[src/rtl/timer_irq_ctrl.sv]
// Machine timer (mtime/mtimecmp) with a one-trap-per-event interrupt sequencer.
// Optional build macro TIMER_PRESCALE_EN slows mtime to one tick per PRESCALE_DIV clocks.
module timer_irq_ctrl #(
  parameter logic [31:0] BASE_ADDR    = 32'h0000_4000,
  parameter int          PRESCALE_DIV = 4
) (
  input  logic        clk,
  input  logic        rst,
  input  logic [31:0] addr,
  input  logic [31:0] wdata,
  input  logic        wr_en,
  input  logic        rd_en,
  output logic [31:0] rdata,
  input  logic        irq_ack,
  input  logic        is_mret,
  output logic        timer_irq
);

  typedef enum logic [1:0] {IDLE, PENDING, SERVICING} state_t;

  state_t      state;
  logic [63:0] mtime;
  logic [63:0] mtimecmp;
  logic        in_win;
  logic [1:0]  sel;
  logic        mtime_wr;
  logic        cmp_wr;
  logic        match;
  logic        tick;
  logic        unused_addr_bits;

  // Byte-lane bits carry no information: only full-word accesses exist.
  assign unused_addr_bits = ^addr[1:0];

  assign in_win   = (addr[31:4] == BASE_ADDR[31:4]);
  assign sel      = addr[3:2];
  assign mtime_wr = wr_en && in_win && !sel[1];
  assign cmp_wr   = wr_en && in_win && sel[1];
  assign match    = (mtime >= mtimecmp);

`ifdef TIMER_PRESCALE_EN
  localparam logic [15:0] PRE_LAST = 16'(PRESCALE_DIV - 1);
  logic [15:0] pre_cnt;

  // Rewriting mtime restarts the tick period so the new value gets a full interval.
  always_ff @(posedge clk or posedge rst) begin
    if (rst) begin
      pre_cnt <= '0;
    end else if (mtime_wr || (pre_cnt == PRE_LAST)) begin
      pre_cnt <= '0;
    end else begin
      pre_cnt <= pre_cnt + 16'd1;
    end
  end

  assign tick = (pre_cnt == PRE_LAST);
`else
  assign tick = 1'b1;
`endif

  // A bus write replaces one word and freezes the other; no increment that cycle.
  always_ff @(posedge clk or posedge rst) begin
    if (rst) begin
      mtime <= '0;
    end else if (mtime_wr) begin
      if (sel[0]) begin
        mtime[63:32] <= wdata;
      end else begin
        mtime[31:0] <= wdata;
      end
    end else if (tick) begin
      mtime <= mtime + 64'd1;
    end
  end

  always_ff @(posedge clk or posedge rst) begin
    if (rst) begin
      mtimecmp <= '1;
    end else if (cmp_wr) begin
      if (sel[0]) begin
        mtimecmp[63:32] <= wdata;
      end else begin
        mtimecmp[31:0] <= wdata;
      end
    end
  end

  always_ff @(posedge clk or posedge rst) begin
    if (rst) begin
      rdata <= '0;
    end else if (rd_en) begin
      if (!in_win) begin
        rdata <= '0;
      end else begin
        unique case (sel)
          2'd0:    rdata <= mtime[31:0];
          2'd1:    rdata <= mtime[63:32];
          2'd2:    rdata <= mtimecmp[31:0];
          default: rdata <= mtimecmp[63:32];
        endcase
      end
    end
  end

  // Ack beats a simultaneous match-clearing write, so a taken trap is always serviced.
  always_ff @(posedge clk or posedge rst) begin
    if (rst) begin
      state     <= IDLE;
      timer_irq <= 1'b0;
    end else begin
      unique case (state)
        IDLE: begin
          if (match) begin
            state     <= PENDING;
            timer_irq <= 1'b1;
          end
        end
        PENDING: begin
          if (irq_ack) begin
            state     <= SERVICING;
            timer_irq <= 1'b0;
          end else if (!match) begin
            state     <= IDLE;
            timer_irq <= 1'b0;
          end
        end
        SERVICING: begin
          if (is_mret) begin
            state <= IDLE;
          end
        end
        default: begin
          state     <= IDLE;
          timer_irq <= 1'b0;
        end
      endcase
    end
  end

endmodule

[config.mk]
export PLATFORM = sky130hd
export DESIGN_NAME = timer_irq_ctrl
export DESIGN_NICKNAME = d
export VERILOG_FILES = /design/src/rtl/timer_irq_ctrl.sv
export SDC_FILE = /design/constraint.sdc
export NUM_CORES = 1
export LEC_CHECK = 0
export ABC_AREA = 1
export BUFFER_PORTS_ARGS = -buffer_cell sky130_fd_sc_hd__buf_2
export CORE_ASPECT_RATIO = 0.9
export CORE_MARGIN = 2
export CORE_UTILIZATION = 40
export DETAILED_ROUTE_END_ITERATION = 10
export GPL_ROUTABILITY_DRIVEN = 0
export GPL_TIMING_DRIVEN = 0
export PLACE_DENSITY = 0.61
export SLEW_MARGIN = 20
export SYNTH_ARGS = -nofsm -noshare
export SYNTH_HDL_FRONTEND = slang
export SYNTH_SLANG_ARGS = --single-unit
[constraint.sdc]
create_clock -name clk -period 5.95 [get_ports clk]
set_input_delay 0.2975 -clock clk [delete_from_list [all_inputs] [get_ports clk]]
set_output_delay 0.2975 -clock clk [all_outputs]
set_load 0.02 [all_outputs]
# Word-level counts from Yosys, hierarchy flattened

Index checks and enable logic that the tools add are counted.

$add $sub $neg: 1
Magnitude comparators: 1
Eq/ne operators: 10
Mux-type cells: 14
Bitwise logic cells: 2
Reductions and logical operators: 10

Operators with widths:

| cell                                                   | count |
|---|---|
| two-way mux 32 bit                                     | 3 |
| case mux 32 bit (3 select lines)                       | 1 |
| adder 64 x 1 -> 64 bit (second input constant)         | 1 |
| greater-or-equal comparator 64 bit                     | 1 |
| two-way mux 64 bit                                     | 1 |
| equality test 28 x 11 -> 1 bit (second input constant) | 1 |
| two-way mux 2 bit                                      | 4 |
| != test 2 bit (second input constant)                  | 4 |
| case mux 2 bit (3 select lines)                        | 1 |
| AND reduction 3 bit                                    | 2 |
| equality test 2 x 1 -> 1 bit (second input constant)   | 2 |
| equality test 2 bit (second input constant)            | 2 |
| logical NOT 2 bit                                      | 2 |
| AND reduction 2 bit                                    | 2 |
| logical AND 1 bit                                      | 3 |
| two-way mux 1 bit                                      | 3 |
| != test 3 bit (second input constant)                  | 1 |
| case mux 1 bit (3 select lines)                        | 1 |
| inverter 1 bit                                         | 2 |
| logical NOT 1 bit                                      | 1 |

Register bits after elaboration: 163
Word-level logic and storage cells: 45

# Logic depth before layout (Yosys ltp)

Gate-level depths: netlist of run 1.

Depth after elaboration: 4
Mapped depth: 19

# Worst setup path after synthesis of run 1

OpenSTA, ideal clock, no wires.

Path type: flip-flop to flip-flop
Start point: reg mtime[0]
End point: reg mtime[30]
Setup time: 117 ps
Data arrival time: 1699 ps
Slack: 4134 ps
Stages on the path, launching flop included: 12
Path buffers: 0
Cell sequence: dfrtp_1 > ha_1 > nand3_1 > nor2_1 > inv_1 > nor2_1 > nand2_1 > xor2_1 > nand2_1 > o21ai_0 > nand2_1 > nand2_1

Longest elaborated chain between the ends: 2

Ends and longest elaborated chain:

| what                   | line | source |
|---|---|---|
| from (decl)            | 22   | `logic [63:0] mtime;` |
| from (signal assigned) | 69   | `mtime[31:0] <= wdata;` |
| from (signal assigned) | 72   | `mtime <= mtime + 64'd1;` |
| adder 64 x 1 -> 64 bit | 72   |  |
| two-way mux 64 bit     | 65   | `end else if (mtime_wr) begin` |

No other way between the ends.
A chain may end at the register's enable or synchronous reset.

# Worst setup path after layout of run 1

Start point: reg mtimecmp[59]
End point: reg timer_irq

Longest elaborated chain between the ends: 3

Ends and longest elaborated chain:

| what                                                     | line | source |
|---|---|---|
| from (decl)                                              | 23   | `logic [63:0] mtimecmp;` |
| from (signal assigned)                                   | 81   | `mtimecmp[63:32] <= wdata;` |
| greater-or-equal comparator 64 bit (*)                   | 39   | `assign match = (mtime >= mtimecmp);` |
| != test 3 bit (no line) or != test 2 bit (tied branches) | -    |  |
| AND reduction 3 bit (no line) (*)                        | -    |  |
| to (signal assigned)                                     | 109  | `timer_irq <= 1'b0;` |
| to (signal assigned)                                     | 115  | `timer_irq <= 1'b1;` |
| to (signal assigned)                                     | 121  | `timer_irq <= 1'b0;` |
| to (decl)                                                | 16   | `output logic timer_irq` |

Mark *: on every way between the ends. The rest lies on a longest branch, timed or not.

==> results of run 1 <==
==> cell usage after synthesis <==
cell,n,area share (%)
nand2_1,373,13
inv_1,193,6.6
nor2_1,177,6.0
dfrtp_1,99,22
a21oi_1,93,4.2
o21ai_0,77,3.5
ha_1,65,7.4
dfstp_2,64,15
o22ai_1,54,3.1
nand3_1,44,2.0
xor2_1,44,3.5
nor3_1,41,1.9
nand4_1,27,1.5
buf_2,24,1.1
clkbuf_1,24,0.82
o21ai_1,21,0.95
a221oi_1,18,1.4
o211ai_1,13,0.88
nor4_1,12,0.68
o221ai_1,10,0.79
inv_2,7,0.24
xnor2_1,7,0.56
buf_1,6,0.20
nor3_2,6,0.54
nand2_2,4,0.23
nor2_2,4,0.23
a211oi_1,3,0.20
and2_1,3,0.17
nor2_4,3,0.31
a21o_1,2,0.14
nor3_4,2,0.29
and3_1,1,0.057
nand3b_1,1,0.068
o2111ai_1,1,0.079
or2_0,1,0.057
==> through the flow <==
stage / hold WS, ns / util, % / instances / worst slack [ns] / area (sq um)
after floorplan: 0.398 / - / 1524 / 1.35 / 11000
after global placement: 0.488 / 44.3 / 1975 / -0.980 / 12000
after detailed placement: 0.380 / 44.4 / 1976 / 3.25 / 12000
after CTS: 0.0608 / 46.7 / 2009 / 3.42 / 12600
after global routing: 0.0678 / 46.7 / 2009 / 3.06 / 12600
final: 0.0535 / 46.7 / 2009 / 3.29 / 12600
==> kinds of logic after synthesis <==
logic type                 synth area share (%)
and+or+nand+nor                            26.7
DFF                                        37.7
xor gates and xnor gates                   4.05
AOI/OAI and AO/OA                          15.3
buffers and inverters                      8.91
adders and majority gates                  7.37
==> area by class of cell <==
type	count	area share, %
Multi-Input combinational cell	1107	46.7
Sequential cell	163	33.0
Inverter	200	6.01
Timing Repair Buffer	99	4.14
Tap cell	354	3.51
Clock buffer	19	3.43
Buffer	54	1.84
Clock inverter	13	1.44
==> where the power goes <==
part / internal [mW] / total [mW] / switching, mW
sequential: 1.11 / 1.11 / 0.00000978
clock: 0.704 / 1.21 / 0.503
combinational: 0.0355 / 0.138 / 0.102
total: 1.85 / 2.45 / 0.606
==> flip-flops by register name, indices dropped and copies added (netlist names) <==
name / cells
mtimecmp: 64
rdata: 32
mtime: 64
timer_irq: 1
state: 2
==> worst max-delay path, stage by stage (launching register included) <==
cell	delay, ns
dfstp_2	0.53
inv_1	0.05
ha_1	0.28
nand2_1	0.06
inv_1	0.06
nand3_1	0.09
nor3_1	0.49
nand2_1	0.32
inv_1	0.11
nand2_1	0.06
nand2_1	0.15
nor2_1	0.07
nand2_1	0.11
nand2_1	0.08
nand2_1	0.06
nand2_1	0.05
inv_1	0.04
==> worst min path at each step <==
stage	endpoint	slack, ns
floorplan	mtimecmp[20]	0.40
global placement	state[1]	0.49
detailed placement	rdata[10]	0.38
CTS	state[1]	0.06
global route	state[1]	0.07
finish	state[1]	0.05
==> what timing repair did <==
item                      4_1_cts  5_1_grt
buffers inserted                0        0
hold buffers                    1        0
hold endpoints to repair       37        0
==> metal layers <==
| layer | routed length (um) | part of all wire [%] |
|---|---|---|
| met5 | 0 | 0 |
| met1 | 18500 | 44 |
| met3 | 4440 | 11 |
| met2 | 18000 | 43 |
| met4 | 1350 | 3.2 |
==> cells in the final DEF (no fill, tap or decap), types with 3 or more instances in the layout <==
| master | count |
|---|---|
| a211oi_1 | 3 |
| a21oi_1 | 93 |
| a221oi_1 | 18 |
| and2_1 | 3 |
| buf_1 | 6 |
| buf_2 | 121 |
| bufinv_16 | 4 |
| clkbuf_1 | 26 |
| clkbuf_16 | 17 |
| clkinv_2 | 4 |
| dfrtp_1 | 99 |
| dfstp_2 | 64 |
| ha_1 | 65 |
| inv_1 | 192 |
| inv_2 | 7 |
| nand2_1 | 373 |
| nand2_2 | 4 |
| nand3_1 | 44 |
| nand4_1 | 27 |
| nor2_1 | 177 |
| nor2_2 | 4 |
| nor2_4 | 3 |
| nor3_1 | 41 |
| nor3_2 | 6 |
| nor4_1 | 12 |
| o211ai_1 | 13 |
| o21ai_0 | 77 |
| o21ai_1 | 21 |
| o221ai_1 | 10 |
| o22ai_1 | 54 |
| xnor2_1 | 7 |
| xor2_1 | 44 |
==> results.md, run 1 <==
* Status: complete, no violations
* Tot GR Track Use at 29.8%
* Met3 Use GR at 5.93%
* CTS root buf: clkbuf_16
* Layout net count at 1777
* Largest net degree at the start of global routing at 96
* Critical Path RT at 6.33 ns
* CTS tree: built
* GRT met2 Usage at 44.1%
* Num ports at 103
* Clock Skew at 0.0138 ns
* CTS-repair resized insts at 0
* Worst skew pair latency at 0.45 ns
* Synthesized flop and latch total at 163
* Crit Path Category: flip-flop to flip-flop
* FP Rows at 57
* Worst vdd ir at 191 uV
* Final setup fails at 0
* Area delta synth->final at 14.4%
* Routed len/inst at 21.0 um
* Final period util at 44.8%
* CTS max path bufs at 2
* Clock Sinks at 163
* Core Area at 27000 sq um
* Leakage at 6.13 nW
* Slew Limit Fails at 0
* Critical Path AT at 3.04 ns
* DR vias/cell at 5.69
* Crit-path max FO at 3
* RSZ-0062 raised after global routing: no
* Worst reg2reg path depth at 16
* Total iterations of the first detailed-routing run at 6
* Reg-to-reg critical path endpoint: timer_irq
* Mapped Area at 11000 sq um
* Critical Path Start: mtimecmp[59]
* Area occupied by multi-input gates at 5890 sq um
* Global route total overflow at 0
* Post-route minimum period at 2.66 ns
* Initial antenna violation count at 1
* Clock slew at reported path FFs at 0.06 ns
* Synth warn at 0
* Crit start category: flip-flop
* Hold Startpoint: is_mret
* Pwr Total at 2.45 mW
* Vias in the first global route at 10800
* Fillers at 2746
* Post-route ant nets at 0
* DP HPWL at 32600 um
* CP endpoint: timer_irq
* Die area at 28900 sq um
* Power density cells at 194 nW/um^2
* Mapped Nets at 1659
* Initial DRC Count at 1454
* Post-Syn Instances at 1524
* Worst hold stages at 2
* Worst slew pin tran at 1.08 ns
* Die X at 179 um
* Achievable clock frequency at 375 MHz
* Starting Density at 40.8%
* Min-delay worst type: input port to flip-flop
* Vias at 11400
* PortBufs at 97
* First-pass GRT wire length at 64400 um
* # DRC at 0
* Maxcap violations at 0
* Synthesized area per cell at 7.24 sq um
* Setup TNS at 0 ns
* Reg area at 4160 sq um
* ANT cells at 0
* Gr busiest metal: met2
* FF-to-FF Start: mtimecmp[59]
* Final Hold Fails at 0
* Total wire length at 42300 um
* Count of cell types in the netlist at 35
* Flop-to-flop setup slack at 3.29 ns
* Num CTS Buffers at 17
* H-tree depth at 4
* Fraction of layout cells with a size suffix above 1 at 14.7%
* Chip Height at 162 um
* Slew headroom at 28.2%
* Crit end category: flip-flop
* Met1 track demand over resource at 43.3%
* Sequential share of the synthesized area at 37.7%
Power figures use the tool's default switching activity.
==> run 2: changes to the inputs <==
ABC_AREA = 0   (was 1)
PLACE_DENSITY = 0.64   (was 0.61)
clock period = 2.4 ns   (was 5.95 ns; I/O delays follow)
==> run 2 against run 1 <==
  * Critical path type unchanged
  * Sequential share of layout area grew 0.71 points
  * Clock skew shrank 0.0018 ns
  * The run now ends with setup timing left
  * Clock power rose to 2.6 times the previous value
  * Worst setup slack worse by 3.6 ns
==> results.md, run 2 <==
* Crit Path Category: flip-flop to flip-flop (unchanged)
* Most frequent cells in the layout: inv_1 (135), buf_2 (104), nor2_1 (92) (was nand2_1 (373), inv_1 (192), nor2_1 (177))
* Final period util at 111% (was 44.8%)
* Largest regs: mtime x64, mtimecmp x64, rdata x32 (unchanged)
* Leakage at 5.63 nW (was 6.13 nW)
* Worst skew pair latency at 0.44 ns (was 0.45 ns)
* Post-layout util at 51.3% (was 46.7%)
* Largest net degree at the start of global routing at 33 (was 96)
* Crit-path max FO at 3 (unchanged)
* Critical Path RT at 2.78 ns (was 6.33 ns)
* Tot GR Track Use at 24.7% (was 29.8%)
* Sequential share of the synthesized area at 42.0% (was 37.7%)
* Global route total overflow at 0 (unchanged)
* PortBufs at 98 (was 97)
* Initial DRC Count at 948 (was 1454)
* Cell taking the most area after synthesis: dfrtp_1 (unchanged)
* Worst hold stages at 2 (unchanged)
* Mapped Nets at 1170 (was 1659)
* Final Hold Fails at 0 (unchanged)
* Vias at 9032 (was 11400)
* Num CTS Buffers at 17 (unchanged)
* Vias in the first global route at 8794 (was 10800)
* Most common cell after layout, fill and taps aside: inv_1 (was nand2_1)
* DP HPWL at 22600 um (was 32600 um)
* Die X at 170 um (was 179 um)
* Post-synth top cells: inv_1 (138), dfrtp_1 (99), nor2_1 (98) (was nand2_1 (373), inv_1 (193), nor2_1 (177))
* CTS max path bufs at 2 (unchanged)
* Slew headroom at 33.6% (was 28.2%)
* Post-route ant nets at 0 (unchanged)
* CTS tree: built (unchanged)
* Count of cell types in the netlist at 65 (was 35)
* ANT cells at 0 (unchanged)
* Post-synth EDFFs at 0 (unchanged)
* # DRC at 0 (unchanged)
* Post-route minimum period at 2.67 ns (was 2.66 ns)
* Post-synth top area share at 25.0% (was 22.5%)
* Worst reg2reg path depth at 9 (was 16)
* Initial antenna violation count at 0 (was 1)
* FP Rows at 54 (was 57)
* Violated checks: setup timing
* Top cells by area, synth: dfrtp_1 (25%), dfstp_2 (17%), ha_1 (8.2%), mux4_2 (7.1%), inv_1 (5.2%) (was dfrtp_1 (22%), dfstp_2 (15%), nand2_1 (13%), ha_1 (7.4%), inv_1 (6.6%))
* First-pass GRT wire length at 49500 um (was 64400 um)
* Total wire length at 31300 um (was 42300 um)
* Slew Limit Fails at 0 (unchanged)
* Chip Height at 153 um (was 162 um)
* Fraction of layout cells with a size suffix above 1 at 31.6% (was 14.7%)
* Non-filler cells, final at 1549 (was 2009)
* Area delta synth->final at 25.6% (was 14.4%)
* Num ports at 103 (unchanged)
* Most used DFF post-synth: dfrtp_1 (unchanged)
* Min-delay worst type: input port to flip-flop (unchanged)
* Fillers at 2185 (was 2746)
* Starting Density at 40.8% (about the same)
* Layout net count at 1363 (was 1777)
* Worst vdd ir at 418 uV (was 191 uV)
* Crit end category: flip-flop (unchanged)
* Status: finished with violations (was complete, no violations)
* DR vias/cell at 5.83 (was 5.69)
* Mapped Area at 9900 sq um (was 11000 sq um)
* Die area at 26000 sq um (was 28900 sq um)
* Setup ws final at -0.268 ns (was 3.29 ns)
* Synthesized area per cell at 9.56 sq um (was 7.24 sq um)
* Power density cells at 510 nW/um^2 (was 194 nW/um^2)
* Async set or reset register ratio after synthesis at 100% (unchanged)
* Total iterations of the first detailed-routing run at 7 (was 6)
* Post-Syn Instances at 1035 (was 1524)
* Final setup fails at 2 (was 0)
* Critical Path AT at 3.04 ns (about the same)
* Clock Sinks at 163 (unchanged)
* Worst slew pin tran at 0.996 ns (was 1.08 ns)
* Routed len/inst at 20.2 um (was 21.0 um)
* H-tree depth at 4 (unchanged)
* Synthesized flop and latch total at 163 (unchanged)
* Synth warn at 0 (unchanged)
* Top-count cell post-synth: inv_1 (was nand2_1)
* Maxcap violations at 0 (unchanged)
* CTS root buf: clkbuf_16 (unchanged)
* Hold WS at 0.199 ns (was 0.0535 ns)
* Area occupied by multi-input gates at 5210 sq um (was 5890 sq um)
* RSZ-0062 raised after global routing: yes (was no)
* Crit start category: flip-flop (unchanged)
* Core Area at 24300 sq um (was 27000 sq um)
* Placed insts at 1447 (was 1976)
* Post-route cell area at 12400 sq um (was 12600 sq um)
* Placed Area at 10900 sq um (was 12000 sq um)
* Clock slew at reported path FFs at 0.07 ns (was 0.06 ns)
* Pwr Total at 6.34 mW (was 2.45 mW)
* Achievable clock frequency at 375 MHz (about the same)
* Clock Skew at 0.0119 ns (was 0.0138 ns)
* Reg area at 4180 sq um (was 4160 sq um)
[run 2: cell count changes in the layout (fill, tap and decap cells not counted), moves of 31 or more]
cell,previous run,this run
a211oi_1,3,34
a21oi_1,93,61
buf_4,0,38
dlygate4sd3_1,1,36
inv_1,192,135
mux2_2,0,33
mux4_2,0,31
nand2_1,373,85
nor2_1,177,92
nor3_1,41,9
xor2_1,44,0
[run 2: path summary, 6_finish.rpt]
kind / startpoint / end / slack (ns)
worst max-delay path: mtimecmp[34] / timer_irq / -0.27
worst min-delay path: rd_en / rdata[30] / 0.20
worst max register to register: mtimecmp[34] / timer_irq / -0.27
worst min register to register: mtimecmp[18] / mtimecmp[18] / 0.52
max in group asynchronous: rst / mtimecmp[24] / 0.94
min in group asynchronous: rst / rdata[7] / 0.27
[run 2: metrics by stage]
| step | TNS (ns) | setup slack, ns |
|---|---|---|
| floorplan | 0 | 0.168 |
| global placement | -127.76 | -0.956 |
| detailed placement | -31.41 | -0.857 |
| CTS | -0.402 | -0.229 |
| global route | -0.648 | -0.354 |
| finish | -0.450 | -0.268 |
[run 2: worst max-delay path, cell delays in order (launching register included)]
cell     delay, ns
dfstp_2       0.53
inv_1         0.06
ha_4          0.26
nand4_1       0.20
nor4_4        0.44
nand4_1       0.29
nor4_2        0.30
a21oi_2       0.16
a31oi_1       0.20
and3_1        0.16
[run 2: kinds of logic after synthesis]
logic type      count (synthesis)  synth area share [%]
compound gates                248                  16.0
mux                            66                  11.2
fa+ha+maj                      65                  8.22
simple gates                  304                  15.1
buf+inv                       189                  7.47
flops                         163                  42.0
[run 2: area by class of cell]
cell class / instances / area share (%)
inverters: 138 / 4.20
flip-flops and latches: 163 / 33.7
clock inverters: 15 / 1.84
clock buffers: 17 / 3.42
plain buffers: 49 / 1.80
well taps: 308 / 3.10
multi-input cells: 683 / 41.9
repair buffers: 176 / 10.1
[run 2: layer usage]
metal | part of all wire [%] | track usage (%)
met5 | 0 | 0
met2 | 45 | 38.6
met4 | 2.7 | 8.47
met3 | 6.4 | 3.47
met1 | 46 | 35.3
[run 2: power breakdown]
part           internal [mW]  total, mW  switching, mW
Clock                   1.86       3.09           1.23
Combinational          0.206      0.450          0.244
Sequential              2.78       2.80         0.0221
[run 2: timing repair]
item                                    CTS  global route
gates resized for setup                  30            41
hold buffers                             36             0
endpoints found under the hold margin    81             0
pin swaps                                 9            14
endpoints found under the setup margin   21            41
cloned                                    0             0
buffers inserted                         14            22
